<file path="src/rtl/gemm_pkg.sv">
// gemm_pkg -- definitions shared by the GEMM datapath blocks.
//   SEL_*          : encodings of the systolic array acc_mux_sel input
//   feeder_state_e : tile sequencing states of systolic_skew_feeder
//   max_int        : elaboration-time helper for sizing counters
package gemm_pkg;

  localparam logic [1:0] SEL_ACC   = 2'b00;
  localparam logic [1:0] SEL_SOUTH = 2'b01;
  localparam logic [1:0] SEL_EAST  = 2'b10;

  typedef enum logic [2:0] {
    ST_IDLE,
    ST_FETCH,
    ST_WAIT,
    ST_DRAIN,
    ST_FLUSH,
    ST_DONE
  } feeder_state_e;

  function automatic int max_int(input int a, input int b);
    return (a > b) ? a : b;
  endfunction

endpackage

</file>
<file path="src/rtl/skew_delay_line.sv">
// skew_delay_line -- fixed-depth register delay line with zero fill.
// When valid_i is low a zero is shifted in instead of data_i, so the
// output reads zero everywhere outside the window of valid samples.
//   clk_i   : clock
//   rst_i   : synchronous active-high reset, clears every stage
//   valid_i : data_i qualifier for the current cycle
//   data_i  : sample entering the line
//   data_o  : sample delayed by Depth cycles
module skew_delay_line #(
  parameter int Depth = 1,
  parameter int Width = 8
) (
  input  logic             clk_i,
  input  logic             rst_i,
  input  logic             valid_i,
  input  logic [Width-1:0] data_i,
  output logic [Width-1:0] data_o
);

  logic [Width-1:0] stage_reg [Depth];

  always_ff @(posedge clk_i) begin
    if (rst_i) begin
      for (int d = 0; d < Depth; d++) begin
        stage_reg[d] <= '0;
      end
    end else begin
      stage_reg[0] <= valid_i ? data_i : '0;
      for (int d = 1; d < Depth; d++) begin
        stage_reg[d] <= stage_reg[d-1];
      end
    end
  end

  assign data_o = stage_reg[Depth-1];

endmodule

</file>
<file path="src/rtl/systolic_skew_feeder.sv">
// systolic_skew_feeder -- reads one K-deep GEMM tile from the A and B
// operand SRAMs and presents it diagonally skewed to the west (A) and
// north (B) edges of an N x N systolic array, then sequences the drain
// and east-ward flush of the accumulated results.
//   clk_i / rst_i       : clock, synchronous active-high reset
//   start_i             : tile start, honoured only while idle
//   sram_a/b_rdata_i    : A column k / B row k, one lane per array row/col
//   sram_rd_en_o/addr_o : shared read port control (1-cycle latency SRAM)
//   a_skew_o / b_skew_o : lane i delayed by i+1 cycles behind the SRAM data
//   valid_data_o        : high while any lane carries operand data
//   acc_mux_sel_o       : SEL_EAST during flush, SEL_ACC otherwise
//   busy_o / done_o     : tile in progress / single-cycle completion pulse
module systolic_skew_feeder
  import gemm_pkg::*;
#(
  parameter  int NumInputs   = 4,
  parameter  int InDataWidth = 8,
  parameter  int KDepth      = 4,
  localparam int AddrWidth   = (KDepth > 1) ? $clog2(KDepth) : 1
) (
  input  logic                                        clk_i,
  input  logic                                        rst_i,
  input  logic                                        start_i,
  input  logic signed [NumInputs-1:0][InDataWidth-1:0] sram_a_rdata_i,
  input  logic signed [NumInputs-1:0][InDataWidth-1:0] sram_b_rdata_i,
  output logic                                        sram_rd_en_o,
  output logic        [AddrWidth-1:0]                 sram_rd_addr_o,
  output logic signed [NumInputs-1:0][InDataWidth-1:0] a_skew_o,
  output logic signed [NumInputs-1:0][InDataWidth-1:0] b_skew_o,
  output logic                                        valid_data_o,
  output logic        [1:0]                           acc_mux_sel_o,
  output logic                                        busy_o,
  output logic                                        done_o
);

  // One counter serves every timed state; the longest is WAIT (N+1 cycles).
  localparam int CntMax   = max_int(KDepth, NumInputs + 1);
  localparam int CntWidth = $clog2(CntMax + 1);

  localparam logic [CntWidth-1:0] FetchLast = CntWidth'(KDepth - 1);
  localparam logic [CntWidth-1:0] WaitLast  = CntWidth'(NumInputs);
  localparam logic [CntWidth-1:0] DrainLast = CntWidth'((NumInputs > 1) ? NumInputs - 2 : 0);
  localparam logic [CntWidth-1:0] FlushLast = CntWidth'(NumInputs - 1);

  feeder_state_e          state_reg;
  logic [CntWidth-1:0]    cnt_reg;
  logic                   rd_en_reg;
  logic [AddrWidth-1:0]   rd_addr_reg;
  logic [1:0]             sel_reg;
  logic                   busy_reg;
  logic                   done_reg;

  // rdata qualifier: the SRAM answers one cycle after the read request.
  logic                   rd_valid_reg;
  // Bit i is high while lane i's skew output holds operand data.
  logic [NumInputs-1:0]   lane_valid_reg;

  // Sequencer. Outputs are registered alongside the state so that each one
  // takes its new value in the same cycle the state changes.
  always_ff @(posedge clk_i) begin
    if (rst_i) begin
      state_reg   <= ST_IDLE;
      cnt_reg     <= '0;
      rd_en_reg   <= 1'b0;
      rd_addr_reg <= '0;
      sel_reg     <= SEL_ACC;
      busy_reg    <= 1'b0;
      done_reg    <= 1'b0;
    end else begin
      case (state_reg)
        ST_IDLE: begin
          if (start_i) begin
            state_reg   <= ST_FETCH;
            cnt_reg     <= '0;
            rd_en_reg   <= 1'b1;
            rd_addr_reg <= '0;
            busy_reg    <= 1'b1;
          end
        end
        ST_FETCH: begin
          if (cnt_reg == FetchLast) begin
            state_reg   <= ST_WAIT;
            cnt_reg     <= '0;
            rd_en_reg   <= 1'b0;
            rd_addr_reg <= '0;
          end else begin
            cnt_reg     <= cnt_reg + 1'b1;
            rd_addr_reg <= rd_addr_reg + 1'b1;
          end
        end
        ST_WAIT: begin
          if (cnt_reg == WaitLast) begin
            cnt_reg <= '0;
            // A 1-wide array has no drain phase at all.
            if (NumInputs > 1) begin
              state_reg <= ST_DRAIN;
            end else begin
              state_reg <= ST_FLUSH;
              sel_reg   <= SEL_EAST;
            end
          end else begin
            cnt_reg <= cnt_reg + 1'b1;
          end
        end
        ST_DRAIN: begin
          if (cnt_reg == DrainLast) begin
            state_reg <= ST_FLUSH;
            cnt_reg   <= '0;
            sel_reg   <= SEL_EAST;
          end else begin
            cnt_reg <= cnt_reg + 1'b1;
          end
        end
        ST_FLUSH: begin
          if (cnt_reg == FlushLast) begin
            state_reg <= ST_DONE;
            cnt_reg   <= '0;
            sel_reg   <= SEL_ACC;
            done_reg  <= 1'b1;
          end else begin
            cnt_reg <= cnt_reg + 1'b1;
          end
        end
        ST_DONE: begin
          state_reg <= ST_IDLE;
          done_reg  <= 1'b0;
          busy_reg  <= 1'b0;
        end
        default: begin
          state_reg <= ST_IDLE;
          cnt_reg   <= '0;
          rd_en_reg <= 1'b0;
          sel_reg   <= SEL_ACC;
          busy_reg  <= 1'b0;
          done_reg  <= 1'b0;
        end
      endcase
    end
  end

  // valid_data_o follows the data through the skew, not the FSM: the flag
  // rides a shift register one stage per lane, ORed across lanes.
  always_ff @(posedge clk_i) begin
    if (rst_i) begin
      rd_valid_reg   <= 1'b0;
      lane_valid_reg <= '0;
    end else begin
      rd_valid_reg   <= rd_en_reg;
      lane_valid_reg <= (lane_valid_reg << 1) | NumInputs'(rd_valid_reg);
    end
  end

  genvar gi;
  generate
    for (gi = 0; gi < NumInputs; gi++) begin : g_lane
      skew_delay_line #(
        .Depth (gi + 1),
        .Width (InDataWidth)
      ) u_a_skew (
        .clk_i   (clk_i),
        .rst_i   (rst_i),
        .valid_i (rd_valid_reg),
        .data_i  (sram_a_rdata_i[gi]),
        .data_o  (a_skew_o[gi])
      );

      skew_delay_line #(
        .Depth (gi + 1),
        .Width (InDataWidth)
      ) u_b_skew (
        .clk_i   (clk_i),
        .rst_i   (rst_i),
        .valid_i (rd_valid_reg),
        .data_i  (sram_b_rdata_i[gi]),
        .data_o  (b_skew_o[gi])
      );
    end
  endgenerate

  assign sram_rd_en_o   = rd_en_reg;
  assign sram_rd_addr_o = rd_addr_reg;
  assign valid_data_o   = |lane_valid_reg;
  assign acc_mux_sel_o  = sel_reg;
  assign busy_o         = busy_reg;
  assign done_o         = done_reg;

endmodule

</file>
<file path="config.mk">
export PLATFORM = sky130hd
export DESIGN_NAME = systolic_skew_feeder
export DESIGN_NICKNAME = d
export VERILOG_FILES = /design/src/rtl/gemm_pkg.sv /design/src/rtl/skew_delay_line.sv /design/src/rtl/systolic_skew_feeder.sv
export SDC_FILE = /design/constraint.sdc
export NUM_CORES = 1
export LEC_CHECK = 0
export CAP_MARGIN = 5
export CORE_MARGIN = 10
export CORE_UTILIZATION = 45
export CTS_BUF_LIST = sky130_fd_sc_hd__clkbuf_2
export DETAILED_ROUTE_END_ITERATION = 8
export PLACE_DENSITY = 0.74
export SLEW_MARGIN = 20
export SYNTH_ARGS = -nofsm -noshare
export SYNTH_HDL_FRONTEND = slang
export SYNTH_SLANG_ARGS = --single-unit
</file>
<file path="constraint.sdc">
create_clock -name clk_i -period 1.9 [get_ports clk_i]
set_clock_uncertainty 0.2 [all_clocks]
set_input_delay 0.38 -clock clk_i [delete_from_list [all_inputs] [get_ports clk_i]]
set_output_delay 0.38 -clock clk_i [all_outputs]
set_load 0.02 [all_outputs]
</file>
==> results of run 1 <==
Yosys cell counts (2+ instances only):
master	instances	area, µm²
a21oi_1	6	30.0
and2_1	65	407
buf_2	4	20.0
buf_4	42	315
clkbuf_1	13	48.8
clkbuf_2	5	25.0
dfxtp_1	177	3540
ha_1	5	62.6
inv_1	5	18.8
nand2b_1	3	18.8
nand3_1	2	10.0
nand3b_1	5	37.5
nor2_1	6	22.5
nor2b_1	106	663
nor3_1	4	20.0
o211ai_1	2	15.0
o21ai_0	2	10.0
o21bai_1	2	15.0
o31ai_1	3	22.5
or4_1	2	15.0
final cells by class:
class                           instances  area [µm²]
Sequential cell                       177        3630
Multi-Input combinational cell        229        1500
Fill cell                             884        4170
Inverter                                5        18.8
Tap cell                              147         184
Timing Repair Buffer                  215        2230
Clock inverter                         15         148
Clock buffer                           17        85.1
logic make-up after synthesis:
group | Yosys count | share of synthesized area, %
other cells | 1 | 0.0686
compound gates | 23 | 3.00
xor+xnor | 1 | 0.160
flops | 177 | 64.9
simple gates | 198 | 22.5
mux | 1 | 0.206
buf+inv | 70 | 8.04
fa+ha+maj | 5 | 1.14
layer usage:
metal | global-route usage, % | vias up
met5 | 0 | -
met4 | 6.61 | 0
met3 | 6.04 | 18
met2 | 22.9 | 92
met1 | 13.5 | 1562
li1 | - | 1780
stage by stage:
stage | setup WS (ns) | setup TNS, ns | cell area, µm² | hold WS, ns | std cells
after floorplan | 0.228 | 0 | 5460 | 0.214 | 476
after global placement | -0.0307 | -0.0307 | 6670 | 0.216 | 701
after detailed placement | -0.0438 | -0.0438 | 6670 | 0.220 | 701
after CTS | -0.509 | -0.586 | 7550 | 0.188 | 803
after global routing | -0.555 | -2.86 | 7790 | 0.187 | 805
final | -0.418 | -0.418 | 7790 | 0.215 | 805
where the power goes:
group | internal [mW] | total [mW] | switching [mW]
Clock | 0.512 | 1.84 | 1.33
Sequential | 3.82 | 3.87 | 0.0437
Combinational | 0.392 | 0.635 | 0.243
Total | 4.73 | 6.34 | 1.61
path summary, 6_finish.rpt:
path / endpoint / cells past startpoint / slack, ns / from
max: valid_data_o / 2 / -0.42 / lane_valid_reg[3]
min: g_lane[2].u_a_skew.stage_reg[0][19] / 1 / 0.22 / g_lane[2].u_a_skew.stage_reg[0][11]
max reg2reg: state_reg[0] / 5 / 0.10 / cnt_reg[1]
min reg2reg: g_lane[2].u_a_skew.stage_reg[0][19] / 1 / 0.22 / g_lane[2].u_a_skew.stage_reg[0][11]
repair_timing:
action | 4_1_cts | 5_1_grt
pin swaps | 1 | 0
setup buffers | 5 | 2
gates resized for setup | 407 | 93
setup endpoints to repair | 71 | 73
hold buffers | 65 | 0
hold endpoints to repair | 177 | 0
==> impl_metrics.yaml, run 1 <==
critical_path:
  arrival_ns: 1.74
  crit_chain: "or4_4 > buf_6"
  worstSetupPathType: "reg2out"
  cp_top_family: "simple AND/OR/NAND/NOR gates"
  critPathSlowestCell: "or4_4"
  required_ns: 1.32
  worst-path-buf-inv: 1
  cp_max_fo: 1
  cp-end-kind: "primary output"
  start_kind: "flip-flop"
  worst_path_largest_cell_delay_ns: 0.52
clock_tree:
  path_clk_slew_ns: 0.27
  clk_path_buf_depth: 2
  cts.sinks: 177
  tritoncts: "built"
  cts_buffers: 17
  cts.root.buffer_cell: "clkbuf_2"
  htreeDepth: 4
  clock_latency_ns: 0.73
route:
  vias_per_cell: 4.29
  top_layer: "met4"
  postRouteAntennaNets: 0
  wl_met1_um: 4240
  vias: 3452
  drtIter0Drc: 138
  dr_wl_met2_um: 5710
  drc: 0
  wl_um: 10900
  drt-pass1-iter-count: 4
  wl_per_cell_um: 13.6
  met3WireLength_um: 784
sta:
  slew_violations: 0
  fin_crit_sh_pct: 122
  period_minus_slack_ns: 2.32
  finalHoldViolCount: 0
  setup_viol: 1
  fin_ws_ns: -0.418
  rsz0062_at_grt: "yes"
  fmax_mhz: 431
synthesis:
  syn_nets: 548
  synth.distinct_cells: 37
  synth_area_per_cell_um2: 11.5
  ys_ff_latch: 177
  ys_warn_count: 0
  ys_dominant_reg_cell: "dfxtp_1"
  async_reset_ff_share_pct: 0
  ys_seq_area_share_pct: 64.9
  syn-cell-area_mm2: 0.00546
  synth_edf_count: 0
  netlist_instances: 476
global_route:
  grt_overflow: 0
  grt_pass1_vias: 3537
  grt_pass1_wl_um: 17500
  antenna_found_initial: 0
  grt_max_degree: 75
  grt_use_total_pct: 13.4
final_layout:
  nNetsFinal: 717
  final_cell_mix: "nor2b_1, dfxtp_1, dfxtp_2, buf_6"
  finish.utilization_pct: 65.2
  area_growth_syn_to_layout_pct: 42.7
  diodes: 0
  layout-drive-gt1-share_pct: 29.5
die:
  dieHeight_um: 130
  core_area_mm2: 0.0120
  rows: 40
  ios: 139
  initial_core_util_pct: 45.7
  die_width_um: 130
  die_area_mm2: 0.0169
power:
  power.leakage_nw: 3.22
  p_per_area_mw_per_mm2: 813
  vdd_ir_drop_max_v: 0.000512
  power.total_mw: 6.34
run_status:
  outcome: "finished, violations left"
  violations: "setup timing"
worst_hold_path:
  hold_class: "reg2reg"
placement:
  gp_congestion: 0.832
  place.detailed.hpwl_um: 6760
  portBuffers: 137
job:
  cap_violations: 0
No activity file was read; power rests on OpenSTA's default activity.
==> inputs of run 2 (changes only) <==
- SYNTH_HIERARCHICAL: unset -> 1
==> impl_metrics.yaml, run 2 <==
synthesis:
  synth.most_common_cell: "dfxtp_1"
  async_reset_ff_share_pct: 0
  synth_common_cells: "dfxtp_1, nor2b_1, and3b_1, buf_4, nor2_1"
  netlist_instances: 472
  synth_top_area_share_pct: 63.1
  syn-cell-area_mm2: 0.00562
  synth_area_per_cell_um2: 11.9
  yosysTopAreaCell: "dfxtp_1"
  syn_nets: 544
  ys_warn_count: 6
  ys_seq_area_share_pct: 63.1
  synthTopCellsByArea: "dfxtp_1, nor2b_1, and3b_1"
  synth_edf_count: 0
  ys_ff_latch: 177
  synth.distinct_cells: 37
  ys_dominant_reg_cell: "dfxtp_1"
die:
  die_area_mm2: 0.0174
  die_width_um: 132
  dieHeight_um: 132
  rows: 40
  ios: 139
  initial_core_util_pct: 46.4
  core_area_mm2: 0.0121
sta:
  finalHoldViolCount: 0
  period_minus_slack_ns: 2.29
  fin_ws_ns: -0.388
  fin_crit_sh_pct: 120
  rsz0062_at_grt: "yes"
  setup_viol: 1
  fmax_mhz: 437
  fin_setup_tns_ns: -0.388
  slew_violations: 0
  whs_ns: 0.129
route:
  vias: 3663
  wl_per_cell_um: 14.6
  met3WireLength_um: 655
  drc: 0
  postRouteAntennaNets: 0
  top_layer: "met4"
  drt-pass1-iter-count: 5
  wl_met1_um: 5010
  vias_per_cell: 4.38
  wl_um: 12200
  drtIter0Drc: 174
  dr_wl_met2_um: 6420
clock_tree:
  tritoncts: "built"
  path_clk_slew_ns: 0.22
  cts.sinks: 177
  cts.root.buffer_cell: "clkbuf_2"
  cts_buffers: 17
  htreeDepth: 4
  clock_latency_ns: 0.70
  clk_path_buf_depth: 2
placement:
  gp_congestion: 0.780
  place_inst: 737
  place.detailed.hpwl_um: 7450
  portBuffers: 137
critical_path:
  arrival_ns: 1.71
  start_kind: "flip-flop"
  cp_max_fo: 1
  worstSetupPathType: "reg2out"
  required_ns: 1.32
  cp-end-kind: "primary output"
global_route:
  grt_overflow: 0
  grt_pass1_wl_um: 19100
  antenna_found_initial: 0
  grt_max_degree: 75
  grt_pass1_vias: 3709
  grt_use_total_pct: 13.8
power:
  p_clk_share_pct: 32.3
  vdd_ir_drop_max_v: 0.000526
  p_sw_share_pct: 23.7
  p_seq_share_pct: 54.3
  p_int_mw: 5.54
  p_per_area_mw_per_mm2: 892
  power.total_mw: 7.26
  p_sw_mw: 1.72
  power.leakage_nw: 3.59
  combinationalPowerShare_pct: 13.3
final_layout:
  finish.utilization_pct: 67.2
  diodes: 0
  final_cell_mix: "dfxtp_1, nor2b_1, dfxtp_2, buf_6"
  nNetsFinal: 727
  layout_commonest_cell: "dfxtp_1"
  fin_cells: 836
  layout-drive-gt1-share_pct: 29.2
  area_growth_syn_to_layout_pct: 44.8
run_status:
  outcome: "finished, violations left"
  violations: "setup timing"
worst_hold_path:
  hold_class: "in2reg"
job:
  cap_violations: 0
==> run 2: worst paths after layout <==
check                                                    startpoint                             endpoint  slack [ns]  cells past startpoint
worst max-delay path                              lane_valid_reg[3]                         valid_data_o       -0.39                      2
worst min-delay path                             sram_b_rdata_i[17]   g_lane[2].u_b_skew/stage_reg[0][1]        0.13                      2
worst max register to register                           cnt_reg[1]                           cnt_reg[1]        0.06                      7
worst min register to register  g_lane[2].u_a_skew/stage_reg[0][10]  g_lane[2].u_a_skew/stage_reg[0][18]        0.25                      1
==> run 2: through the flow <==
stage / cell area [µm²] / worst slack, ns
after detailed placement: 6950 / -0.0819
after floorplan: 5620 / 0.0784
after CTS: 7730 / -0.508
final: 8140 / -0.388
after global placement: 6950 / -0.0466
after global routing: 8140 / -0.565
==> run 2: power groups by stage <==
stage	clock network, mW	registers, mW	logic (mW)
after floorplan	0	4.02	0.441
after CTS	2.43	3.94	0.926
after global placement	0	4.00	0.766
after detailed placement	0	4.01	0.785
final	2.35	3.94	0.968
after global routing	2.57	3.96	1.05
==> run 2: area by class of cell <==
type	count	area, µm²
Clock buffer	18	90.1
Clock inverter	14	234
Fill cell	897	3980
Inverter	7	26.3
Multi-Input combinational cell	237	1710
Sequential cell	177	3630
Tap cell	168	210
Timing Repair Buffer	215	2230
==> run 2: critical path, stage by stage (launching register included) <==
cell and delay [ns]:
dfxtp_1 0.35, or4_4 0.52, buf_6 0.15
==> run 2: repair_timing <==
item | in CTS | in global routing
hold buffers | 62 | 0
gates resized for setup | 347 | 151
setup endpoints to repair | 73 | 74
pin swaps | 1 | 3
hold endpoints to repair | 171 | 0
buffers inserted | 4 | 1
==> run 2: logic make-up after synthesis <==
logic type	Yosys count	synth area share (%)
fa+ha+maj	5	1.11
simple gates	203	24.9
compound gates	24	2.98
other cells	1	0.0668
buf+inv	58	7.19
mux	2	0.356
xor+xnor	2	0.312
flops	177	63.1
==> run 2: per-layer routing <==
metal	up-vias	track usage (%)
met4	0	5.50
met2	99	23.6
met3	13	5.68
met5	-	0
li1	1868	-
met1	1683	14.8
